## config.mk

```make
export PLATFORM = sky130hd
export DESIGN_NAME = slib_mod_counter
export DESIGN_NICKNAME = d
export VERILOG_FILES = /design/src/rtl/slib_mod_counter.sv
export SDC_FILE = /design/constraint.sdc
export NUM_CORES = 1
export LEC_CHECK = 0
export CORE_ASPECT_RATIO = 0.8
export CORE_MARGIN = 10
export CORE_UTILIZATION = 45
export CTS_CLUSTER_SIZE = 20
export DETAILED_ROUTE_END_ITERATION = 7
export HOLD_SLACK_MARGIN = 0.15
export MAX_ROUTING_LAYER = met4
export PLACE_DENSITY = 0.74
export REMOVE_ABC_BUFFERS = 1
export SYNTH_ARGS = -nofsm -noshare
export SYNTH_HDL_FRONTEND = slang
export SYNTH_SLANG_ARGS = --single-unit
```

## constraint.sdc

```tcl
create_clock -name CLK -period 3.4 [get_ports CLK]
set_clock_uncertainty 0.05 [all_clocks]
set_input_delay 0.68 -clock CLK [delete_from_list [all_inputs] [get_ports CLK]]
set_output_delay 0.68 -clock CLK [all_outputs]
set_load 0.005 [all_outputs]
```

## src/rtl/slib_mod_counter.sv

```systemverilog
// Modulo up/down counter with runtime LIMIT, four boundary modes and registered
// overflow/underflow pulses. Optional enable prescaler: define SLIB_MODCNT_PRESCALER_EN.
module slib_mod_counter #(
  parameter int WIDTH      = 8,
  parameter int PRESCALE_W = 4
) (
  input  logic                  CLK,
  input  logic                  RST,
  input  logic                  CLEAR,
  input  logic                  LOAD,
  input  logic                  ENABLE,
  input  logic                  DOWN,
  input  logic [1:0]            MODE,
  input  logic [WIDTH-1:0]      D,
  input  logic [WIDTH-1:0]      LIMIT,
`ifdef SLIB_MODCNT_PRESCALER_EN
  input  logic [PRESCALE_W-1:0] PRESCALE,
`endif
  output logic [WIDTH-1:0]      Q,
  output logic                  OVERFLOW,
  output logic                  UNDERFLOW,
  output logic                  TC,
  output logic                  ACTIVE
);

  localparam logic [WIDTH-1:0] L_ONE  = WIDTH'(1);
  localparam logic [1:0]       M_WRAP = 2'b00;
  localparam logic [1:0]       M_ONE  = 2'b10;
  localparam logic [1:0]       M_RELD = 2'b11;

  typedef enum logic [1:0] {S_IDLE, S_RUN, S_DONE} state_t;

  state_t           r_state;
  state_t           w_state_nxt;
  logic             r_started;
  logic             w_oneshot;
  logic             w_run_ok;
  logic             w_tick;
  logic             w_step;
  logic             w_tc;

  // Value Q takes on a step; boundary handling depends on direction and mode.
  function automatic logic [WIDTH-1:0] f_next(
    input logic [WIDTH-1:0] q,
    input logic             down,
    input logic [1:0]       mode,
    input logic [WIDTH-1:0] d,
    input logic [WIDTH-1:0] lim
  );
    logic [WIDTH-1:0] v;
    v = q;
    if (!down) begin
      if (q < lim)             v = q + L_ONE;
      else if (mode == M_WRAP) v = '0;
      else if (mode == M_RELD) v = d;
    end else begin
      if (q != '0)             v = q - L_ONE;
      else if (mode == M_WRAP) v = lim;
      else if (mode == M_RELD) v = d;
    end
    return v;
  endfunction

  assign w_oneshot = (MODE == M_ONE);
  assign w_run_ok  = !w_oneshot || (r_state == S_RUN);
  assign w_tc      = DOWN ? (Q == '0) : (Q >= LIMIT);
  assign TC        = w_tc;
  assign ACTIVE    = r_started & w_run_ok;
  assign w_step    = ENABLE & !CLEAR & !LOAD & w_tick & w_run_ok;

`ifdef SLIB_MODCNT_PRESCALER_EN
  localparam logic [PRESCALE_W-1:0] L_PONE = PRESCALE_W'(1);
  logic [PRESCALE_W-1:0] r_pre;

  assign w_tick = (r_pre == PRESCALE);

  always_ff @(posedge CLK or posedge RST) begin
    if (RST)                r_pre <= '0;
    else if (CLEAR || LOAD) r_pre <= '0;
    else if (ENABLE)        r_pre <= w_tick ? '0 : r_pre + L_PONE;
  end
`else
  // Without the prescaler every enabled cycle is a tick (PRESCALE_W is always >= 1).
  assign w_tick = (PRESCALE_W > 0);
`endif

  always_ff @(posedge CLK or posedge RST) begin
    if (RST) begin
      Q         <= '0;
      OVERFLOW  <= 1'b0;
      UNDERFLOW <= 1'b0;
      r_started <= 1'b0;
    end else begin
      r_started <= 1'b1;
      if (CLEAR) begin
        Q         <= '0;
        OVERFLOW  <= 1'b0;
        UNDERFLOW <= 1'b0;
      end else if (LOAD) begin
        Q         <= D;
        OVERFLOW  <= 1'b0;
        UNDERFLOW <= 1'b0;
      end else begin
        OVERFLOW  <= w_step & !DOWN & w_tc;
        UNDERFLOW <= w_step &  DOWN & w_tc;
        if (w_step) Q <= f_next(Q, DOWN, MODE, D, LIMIT);
      end
    end
  end

  always_ff @(posedge CLK or posedge RST) begin
    if (RST) r_state <= S_IDLE;
    else     r_state <= w_state_nxt;
  end

  // One-shot sequencing; any other mode parks the FSM in IDLE.
  always_comb begin
    w_state_nxt = r_state;
    if (!w_oneshot || CLEAR)  w_state_nxt = S_IDLE;
    else if (LOAD)            w_state_nxt = S_RUN;
    else if (w_step && w_tc)  w_state_nxt = S_DONE;
  end

endmodule

```

Word level (Yosys, flattened, before mapping)
Index checks and enable logic that the tools add are counted.
{"block": "totals", "reg_bits": 13, "output_inout_bits": 12, "wordCells": 49}
{"block": "classes", "addsub": 2, "n_lt_le_gt_ge": 2, "eq_ne": 3, "muxes": 17, "n_bitwise": 8, "reduce_logical": 12}
{"cell": "two-way mux 8 bit", "count": 9}
{"cell": "adder 8 x 1 -> 8 bit (second input constant)", "count": 1}
{"cell": "AND 1 bit", "count": 8}
{"cell": "greater-or-equal comparator 8 bit", "count": 1}
{"cell": "logical NOT 8 bit", "count": 1}
{"cell": "< comparator 8 bit", "count": 1}
{"cell": "nonzero test 8 bit", "count": 1}
{"cell": "subtractor 8 x 1 -> 8 bit (second input constant)", "count": 1}
{"cell": "two-way mux 2 bit", "count": 3}
{"cell": "nonzero test 3 bit", "count": 2}
{"cell": "two-way mux 1 bit", "count": 5}
{"cell": "equality test 2 bit (second input constant)", "count": 2}
{"cell": "logical NOT 1 bit", "count": 4}
{"cell": "equality test 2 x 1 -> 1 bit (second input constant)", "count": 1}
{"cell": "logical NOT 2 bit", "count": 1}
{"cell": "logical OR 1 bit", "count": 2}
{"cell": "logical AND 1 bit", "count": 1}

Logic depth before layout (Yosys ltp)
Gate-level depths: netlist of run 1.
{"block": "logic_depth", "ltp_word": 8, "ltp_mapped": 9, "depth_no_buf": 8}

Worst setup path after synthesis of run 1
No wires, ideal clock.
{"block": "synth_timing", "kind": "input-to-output", "start": "input LIMIT[1]", "end": "output TC", "arrival_ns": 1.677, "required_ns": 2.670, "slack_ns": 0.993, "path_stages": 6, "path_cell_list": "inv_1 > ha_1 > nor2b_1 > o211ai_1 > a31oi_1 > o31a_2"}
{"block": "synth_between", "elab_chain_len": 2}
{"item": "start: declaration", "line": "15", "source": "input logic [WIDTH-1:0] LIMIT,"}
{"item": "greater-or-equal comparator 8 bit", "line": "66", "source": "assign w_tc = DOWN ? (Q == '0) : (Q >= LIMIT);"}
{"item": "two-way mux 1 bit", "line": "66"}
{"item": "end: declaration", "line": "22", "source": "output logic TC,"}
No other way between the ends.

Worst setup path after layout of run 1
Ends and elaborated chain as after synthesis.

==> out/qor.csv, run 1 <==
metric,value,unit
clk-insertion-delay-late,0.25,ns
vias_per_cell,6.44,
fin_util,63.2,%
grt_usage,17.6,%
start_util,47.3,%
arrival,2.56,ns
syn_to_final_growth,33.6,%
max-cap-violations,0,
antenna_cells,0,
final_area,0.00198,sq mm
synthFlopType,dfrtp_1,
path_class,primary input to output pin,
syn-mean-instance-area,7.67,sq um
numCtsBuffers,3,
drc,0,
synth-seq-cells,13,
die_h,71.3,um
coreArea,0.00313,sq mm
cts_sinks,13,
grt_pass1_wl,8630,um
period_minus_slack,3.29,ns
min_from,r_state[0],
max_stage_delay,0.48,ns
maxSlewHeadroom,47.7,%
startpoint_type,primary input,
syn_inst,193,
die_w,84.1,um
post-cts-setup-buffers,0,
drive_gt1_share,10.6,%
cp_max_fo,4,
worst_slew_pin_slew,0.776,ns
multi_input_comb_area,0.00106,sq mm
grt_pass1_vias,1713,
synth.area.top_cells,"dfrtp_1 (22%), ha_1 (9.3%), a21oi_1 (6.8%), a22oi_1 (4.6%), nor2_1 (4.3%)",
antenna_found_initial,0,
cts-htree-levels,1,
root_buffer,clkbuf_8,
outcome,"finished, final reports clean",
worstPathRequired,2.67,ns
io_buffers,35,
grt_setup_unrepaired,no,
yosys_warnings,0,
drt-pass1-iter-count,5,
r2r_start,Q[1],
postPlaceCellArea,0.00193,sq mm
ctsHoldBuffers,0,
slew_viol_final,0,
min_path_type,flip-flop to flip-flop,
wl_per_cell,19.1,um
crit_chain,clkdlybuf4s50_1 -> inv_1 -> ha_1 -> nor2b_1 -> o211ai_1 -> a31oi_1 -> o31a_2 -> dlygate4sd2_1,
synth_edf_count,0,
wl,5260,um
grt-ovfl-total,0,
cpLargestDelayFamily,buffers and inverters,
p_per_area,306,mW/mm^2
synth_area,0.00148,sq mm
die_area,0.00600,sq mm
max_freq,304,MHz
gp_congestion,0.963,
synth_seq_area_share,22.0,%
seqCellArea,325,sq um
num_vias,1772,
fin_crit_sh,96.6,%
mostFrequentLayoutCells,"clkdlybuf4s50_1 (34), a21oi_1 (20), nor2_1 (17), buf_4 (14), dfrtp_1 (13)",
cp-end-kind,output pin,
crit_buf_inv,3,
synth_top_area_share,22.0,%
ir_drop,0.000194,V
r2r_setup_slack,0.91,ns
hold_violations,0,
rows,18,
p_leak,0.849,nW
startpoint,LIMIT[1],
clockBufferDepth,2,
fin_nets,271,
synthDistinctLibCells,48,
dp_hpwl,4010,um
synth_top_area_cell,dfrtp_1,
ioPinCount,36,
num-fill-cells,286,
final_common_cell,clkdlybuf4s50_1,
cts_tree,built,
grt_max_degree,16,
cts.clk_slew.worst_paths,0.06,ns
slowest_stage,clkdlybuf4s50_1,
antenna_left,0,
async_reset_ff_share,100,%
setup_viol,0,
drt_iter0_drc,289,
[sequential cells by signal, summed over array words and instances (netlist names)]
signal and cells:
Q 8, r_started 1, r_state 2, OVERFLOW 1, UNDERFLOW 1
[synth_stat cells (all sizes together), types with 2 or more instances]
cell	instances
o211ai	3
or2	2
o22ai	2
o21ai	12
a2111oi	2
xor2	4
nor2b	3
a22oi	9
xnor2	5
a221o	2
ha	11
nand2	9
nand3	5
nand3b	2
nor3	7
buf	4
dfrtp	13
or3b	2
nand4	2
nor4	2
and3	3
clkbuf	7
mux2i	3
o31a	2
nor2	17
a21oi	20
nand2b	3
a31oi	8
o21a	2
inv	12
o31ai	3
[metrics by stage]
| stage | instances | setup WS [ns] | hold slack, ns | setup TNS, ns | power (mW) |
|---|---|---|---|---|---|
| 5_1_grt | 275 | 0.0101 | 0.565 | 0 | 0.641 |
| 2_1_floorplan | 182 | 0.993 | 0.468 | 0 | 0.330 |
| 3_5_place_dp | 271 | -0.0550 | 0.520 | -0.0550 | 0.456 |
| 3_3_place_gp | 271 | -0.0159 | 0.509 | -0.0159 | 0.449 |
| 4_1_cts | 275 | 0.105 | 0.531 | 0 | 0.600 |
| 6_report | 275 | 0.114 | 0.528 | 0 | 0.606 |
[metal layers]
metal	global-route usage [%]	wire length [um]	vias up
met5	-	0	-
met4	3.34	97	0
met3	4.29	493	16
met2	26.7	2380	119
met1	23.1	2290	826
li1	-	-	811
[kinds of logic (layout without fill, tap and decap cells)]
| group | Yosys count | after routing | synth area share [%] |
|---|---|---|---|
| other cells | 1 | 1 | 0.253 |
| flops | 13 | 13 | 22.0 |
| compound gates | 74 | 74 | 33.5 |
| fa+ha+maj | 11 | 11 | 9.30 |
| buf+inv | 23 | 65 | 6.59 |
| simple gates | 59 | 59 | 21.0 |
| xor+xnor | 9 | 9 | 5.33 |
| mux | 3 | 3 | 2.03 |
[area by class of cell]
class	instances	share of cell area [%]
multi-input combinational	157	53.4
sequential	13	16.4
tap	40	2.53
clock buffer	3	2.09
inverter	12	2.28
clock inverter	1	0.253
timing repair buffer	49	23.0
[worst reg2reg max path: stages, from the launching register on]
cell	delay, ns
dfrtp_1	0.37
buf_4	0.18
ha_1	0.32
nor2b_1	0.14
o211ai_1	0.21
a21oi_1	0.09
buf_4	0.18
or2_2	0.32
a2111oi_0	0.39
a311o_1	0.17
[power breakdown]
part / internal (mW) / switching [mW] / leakage [nW]
sequential: 0.163 / 0.0165 / 0.172
combinational: 0.133 / 0.146 / 0.652
clock: 0.0812 / 0.0657 / 0.0255
total: 0.377 / 0.228 / 0.849
[repair_timing]
| action | in CTS | in global routing |
|---|---|---|
| setup endpoints to repair | 1 | 0 |
| resized for setup | 1 | 0 |
| endpoints found under the hold margin | 0 | 0 |
[worst paths after layout]
kind,to,depth (start not counted)
setup / recovery,TC,8
hold / removal,r_state[0],2
setup reg to reg,Q[6],9
hold reg to reg,r_state[0],2
max in group asynchronous,Q[0],2
min in group asynchronous,Q[4],2
(Power assumes the default switching activity.)
==> run 2, diff against run 1 <==
Settings changed: DONT_BUFFER_PORTS from default to 1, PLACE_DENSITY 0.74 to default.
==> out/qor.csv, run 2 (synthesis results as in run 1) <==
metric,value,unit,change
max-cap-violations,0,,unchanged
dp.cells,225,,was 271
top_register,Q,,unchanged
cts-htree-levels,1,,unchanged
ir_drop,0.000215,V,was 0.000194 V
mostFrequentLayoutCells,"a21oi_1 (20), nor2_1 (17), dfrtp_1 (13), inv_1 (12)",,"was clkdlybuf4s50_1 (34), a21oi_1 (20), nor2_1 (17), buf_4 (14), dfrtp_1 (13)"
drive_gt1_share,7.41,%,was 10.6%
period_minus_slack,3.01,ns,was 3.29 ns
wl,4840,um,was 5260 um
cts_sinks,13,,unchanged
vias_per_cell,6.72,,was 6.44
grt_max_degree,22,,was 16
postPlaceCellArea,0.00150,sq mm,was 0.00193 sq mm
startpoint_type,flip-flop,,was primary input
final_area,0.00155,sq mm,was 0.00198 sq mm
clk-insertion-delay-late,0.25,ns,about the same
p_leak,0.659,nW,was 0.849 nW
drt_iter0_drc,223,,was 289
antenna_cells,0,,unchanged
drt-pass1-iter-count,4,,was 5
cp-end-kind,output pin,,unchanged
fin_nets,225,,was 271
grt-ovfl-total,0,,unchanged
start_util,47.3,%,unchanged
antenna_left,0,,unchanged
ctsHoldBuffers,0,,unchanged
fin_util,49.4,%,was 63.2%
worst_slew_pin_slew,0.727,ns,was 0.776 ns
cts_resized,0,,was 1
worstPathRequired,2.67,ns,about the same
reg2reg_depth,7,,was 9
grt_pass1_wl,7830,um,was 8630 um
post-cts-setup-buffers,0,,unchanged
grt_usage,15.9,%,was 17.6%
max_freq,332,MHz,was 304 MHz
hold_violations,0,,unchanged
maxSlewHeadroom,51.4,%,was 47.7%
drc,0,,unchanged
gp_congestion,0.864,,was 0.963
grt_setup_unrepaired,no,,unchanged
min_path_type,primary input to async pin,,was flip-flop to flip-flop
grt_pass1_vias,1473,,was 1713
r2r_setup_slack,0.83,ns,was 0.91 ns
final_common_cell,a21oi_1,,was clkdlybuf4s50_1
r2r_start,Q[1],,unchanged
io_buffers,0,,was 35
instances_no_fill,229,,was 275
wl_per_cell,21.1,um,was 19.1 um
path_class,flip-flop to output pin,,was primary input to output pin
largest_reg_flops,8,,unchanged
hold-worst-slack,0.315,ns,was 0.528 ns
dp_hpwl,3590,um,was 4010 um
antenna_found_initial,0,,unchanged
cts_tree,built,,unchanged
die_area,0.00600,sq mm,unchanged
setup_viol,0,,unchanged
coreArea,0.00313,sq mm,unchanged
cts.clk_slew.worst_paths,0.06,ns,about the same
root_buffer,clkbuf_8,,unchanged
reg_top3,"Q: 8 flops, r_state: 2 flops",,unchanged
numCtsBuffers,3,,unchanged
clockBufferDepth,2,,unchanged
ioPinCount,36,,unchanged
syn_to_final_growth,4.48,%,was 33.6%
fin_crit_sh,88.6,%,was 96.6%
tns,0,ns,unchanged
rows,18,,unchanged
r2r-end,Q[6],,unchanged
outcome,"finished, final reports clean",,unchanged
p_per_area,338,mW/mm^2,was 306 mW/mm^2
slew_viol_final,0,,unchanged
num_vias,1539,,was 1772
die_h,71.3,um,unchanged
die_w,84.1,um,unchanged
arrival,2.28,ns,was 2.56 ns
cp_max_fo,10,,was 4
==> run 2: worst max-delay path by stage <==
stage,slack (ns),cells after the start,from,endpoint
after floorplan,0.99,6,LIMIT[1],TC
after global placement,0.67,6,Q[0],TC
after detailed placement,0.69,6,Q[0],TC
after CTS,0.43,6,Q[0],TC
after global routing,0.28,6,Q[0],TC
final,0.39,6,Q[0],TC
==> run 2: routing by layer <==
layer / global-route usage [%] / vias up / part of all wire (%)
met4: 1.67 / 0 / 1.6
met3: 5.99 / 7 / 14
li1: - / 714 / -
met2: 24.5 / 98 / 44
met1: 20.0 / 720 / 40
met5: - / - / 0
==> run 2: layout make-up <==
| class | instances | area (sq um) |
|---|---|---|
| tap | 40 | 50.0 |
| fill | 317 | 1580 |
| inverter | 12 | 45.0 |
| timing repair buffer | 3 | 22.5 |
| sequential | 13 | 325 |
| clock inverter | 1 | 5.00 |
| multi-input combinational | 157 | 1060 |
| clock buffer | 3 | 41.3 |
==> run 2: per-stage QoR <==
stage,setup slack (ns),power (mW)
after floorplan,0.993,0.330
after global placement,0.669,0.376
after detailed placement,0.691,0.378
after CTS,0.426,0.521
after global routing,0.282,0.562
final,0.389,0.523
==> run 2: critical path: stages, from the launching register on <==
cell	delay [ns]
dfrtp_1	0.52
inv_1	0.24
ha_1	0.25
nand2b_1	0.13
or3b_1	0.54
nand2_1	0.15
o31a_2	0.20
==> run 2: power by group <==
part           switching [mW]  internal, mW
Combinational           0.106        0.0808
Clock                  0.0615        0.0811
Sequential             0.0306         0.163
Total                   0.198         0.325
==> run 3, diff against run 2 <==
Settings changed: MAX_ROUTING_LAYER met4 to default.
Clock period 3.4 ns to 3.78 ns, I/O delays scaled along.
==> out/qor.csv, run 3 (synthesis results as in run 1) <==
metric,value,unit,change
drc,0,,unchanged
mostFrequentLayoutCells,"a21oi_1 (20), nor2_1 (17), dfrtp_1 (13), inv_1 (12)",,unchanged
vias_per_cell,6.53,,was 6.72
root_buffer,clkbuf_8,,unchanged
die_area,0.00600,sq mm,unchanged
cts_resized,0,,unchanged
p_leak,0.644,nW,was 0.659 nW
start_util,47.3,%,unchanged
die_w,84.1,um,unchanged
grt_max_degree,22,,unchanged
max_freq,340,MHz,
cts_sinks,13,,unchanged
max-cap-violations,0,,unchanged
p_seq_share,37.6,%,was 37.1%
r2r_start,Q[3],,was Q[1]
grt_pass1_wl,7380,um,was 7830 um
grt_setup_unrepaired,no,,unchanged
min_path_type,primary input to async pin,,unchanged
antenna_left,0,,unchanged
outcome,"finished, final reports clean",,unchanged
power.switching,0.174,mW,was 0.198 mW
gp_congestion,0.964,,was 0.864
pre_cts_ws,1.00,ns,was 0.691 ns
internal_power,0.290,mW,was 0.325 mW
grt_usage,14.7,%,was 15.9%
rows,18,,unchanged
p_comb_share,34.7,%,was 35.7%
cts_tree,built,,unchanged
max_stage_delay,0.58,ns,was 0.54 ns
grt_pass1_vias,1422,,was 1473
cp_max_fo,11,,was 10
numCtsBuffers,3,,unchanged
clk-insertion-delay-late,0.25,ns,about the same
worstPathRequired,2.97,ns,was 2.67 ns
io_buffers,0,,unchanged
drt_iter0_drc,213,,was 223
setup_slack,0.843,ns,was 0.389 ns
p_clk_share,27.8,%,was 27.3%
wl_per_cell,20.6,um,was 21.1 um
r2r-end,Q[6],,unchanged
top_register,Q,,unchanged
path_class,flip-flop to output pin,,unchanged
clockBufferDepth,2,,unchanged
dp_hpwl,3490,um,was 3590 um
largest_reg_flops,8,,unchanged
reg_top3,"Q: 8 flops, r_state: 2 flops",,unchanged
crit_buf_inv,0,,was 1
tns,0,ns,unchanged
num_vias,1475,,was 1539
post-cts-setup-buffers,0,,unchanged
die_h,71.3,um,unchanged
reg2reg_depth,6,,was 7
crit_cells,4,,was 6
setup_viol,0,,unchanged
antenna_found_initial,0,,unchanged
maxSlewHeadroom,45.7,%,was 51.4%
cts-htree-levels,1,,unchanged
cpLargestDelayFamily,compound AO/OA/AOI/OAI gates,,was simple AND/OR/NAND/NOR gates
crit_chain,ha_1 -> a21oi_1 -> o21ai_1 -> o31a_2,,was inv_1 -> ha_1 -> nand2b_1 -> or3b_1 -> nand2_1 -> o31a_2
fin_util,48.7,%,was 49.4%
hold-worst-slack,0.387,ns,was 0.315 ns
ioPinCount,36,,unchanged
slowest_stage,o21ai_1,,was or3b_1
syn_to_final_growth,2.96,%,was 4.48%
cts.clk_slew.worst_paths,0.06,ns,about the same
startpoint,Q[5],,was Q[0]
sw_frac_of_total,37.6,%,was 37.8%
arrival,2.13,ns,was 2.28 ns
final_common_cell,a21oi_1,,unchanged
fin_crit_sh,77.7,%,
coreArea,0.00313,sq mm,unchanged
wl,4660,um,was 4840 um
startpoint_type,flip-flop,,unchanged
fin_nets,222,,was 225
r2r_setup_slack,1.11,ns,was 0.83 ns
drive_gt1_share,5.91,%,was 7.41%
worst_slew_pin_slew,0.806,ns,was 0.727 ns
critPathCapture,TC,,unchanged
ctsHoldBuffers,0,,unchanged
cp-end-kind,output pin,,unchanged
antenna_cells,0,,unchanged
grt-ovfl-total,0,,unchanged
p_per_area,304,mW/mm^2,was 338 mW/mm^2
ir_drop,0.000214,V,was 0.000215 V
period_minus_slack,2.94,ns,
drt-pass1-iter-count,6,,was 4
slew_viol_final,0,,unchanged
hold_violations,0,,unchanged
-- run 3: cell count changes in the layout (fill, tap and decap cells not counted) --
cell / change
buf_4: -3
-- run 3: worst min-delay path by stage --
stage / start / end / slack, ns / cells after the start
global placement: r_state[0] / r_state[0] / 0.49 / 2
floorplan: r_state[0] / r_state[0] / 0.47 / 2
finish: RST / OVERFLOW / 0.39 / 1
detailed placement: r_state[0] / r_state[0] / 0.50 / 2
CTS: RST / OVERFLOW / 0.40 / 1
global route: RST / r_state[1] / 0.42 / 1
-- run 3: cell type report --
cell class / count / area [sq um]
clock buffers: 3 / 41.3
multi-input cells: 157 / 1060
flip-flops and latches: 13 / 325
fillers: 332 / 1610
clock inverters: 1 / 5.00
well taps: 40 / 50.0
inverters: 12 / 45.0
-- run 3: through the flow --
step                      std cells  area, sq um  total power [mW]
after floorplan                 182         1430             0.296
after global placement          222         1480             0.334
after global routing            226         1520             0.494
final                           226         1520             0.464
after detailed placement        222         1480             0.334
after CTS                       226         1520             0.463
-- run 3: power by group through the flow --
stage	logic, mW	registers (mW)	clock network, mW
2_1_floorplan	0.128	0.168	0
3_5_place_dp	0.157	0.177	0
5_1_grt	0.180	0.177	0.138
6_report	0.161	0.174	0.129
3_3_place_gp	0.158	0.177	0
4_1_cts	0.158	0.175	0.130
-- run 3: layer usage --
metal | vias up | routed length, um | global-route usage, %
li1 | 708 | - | -
met1 | 672 | 1830 | 16.9
met2 | 84 | 2040 | 23.9
met3 | 11 | 698 | 7.34
met4 | 0 | 93 | 3.34
met5 | - | 0 | 0
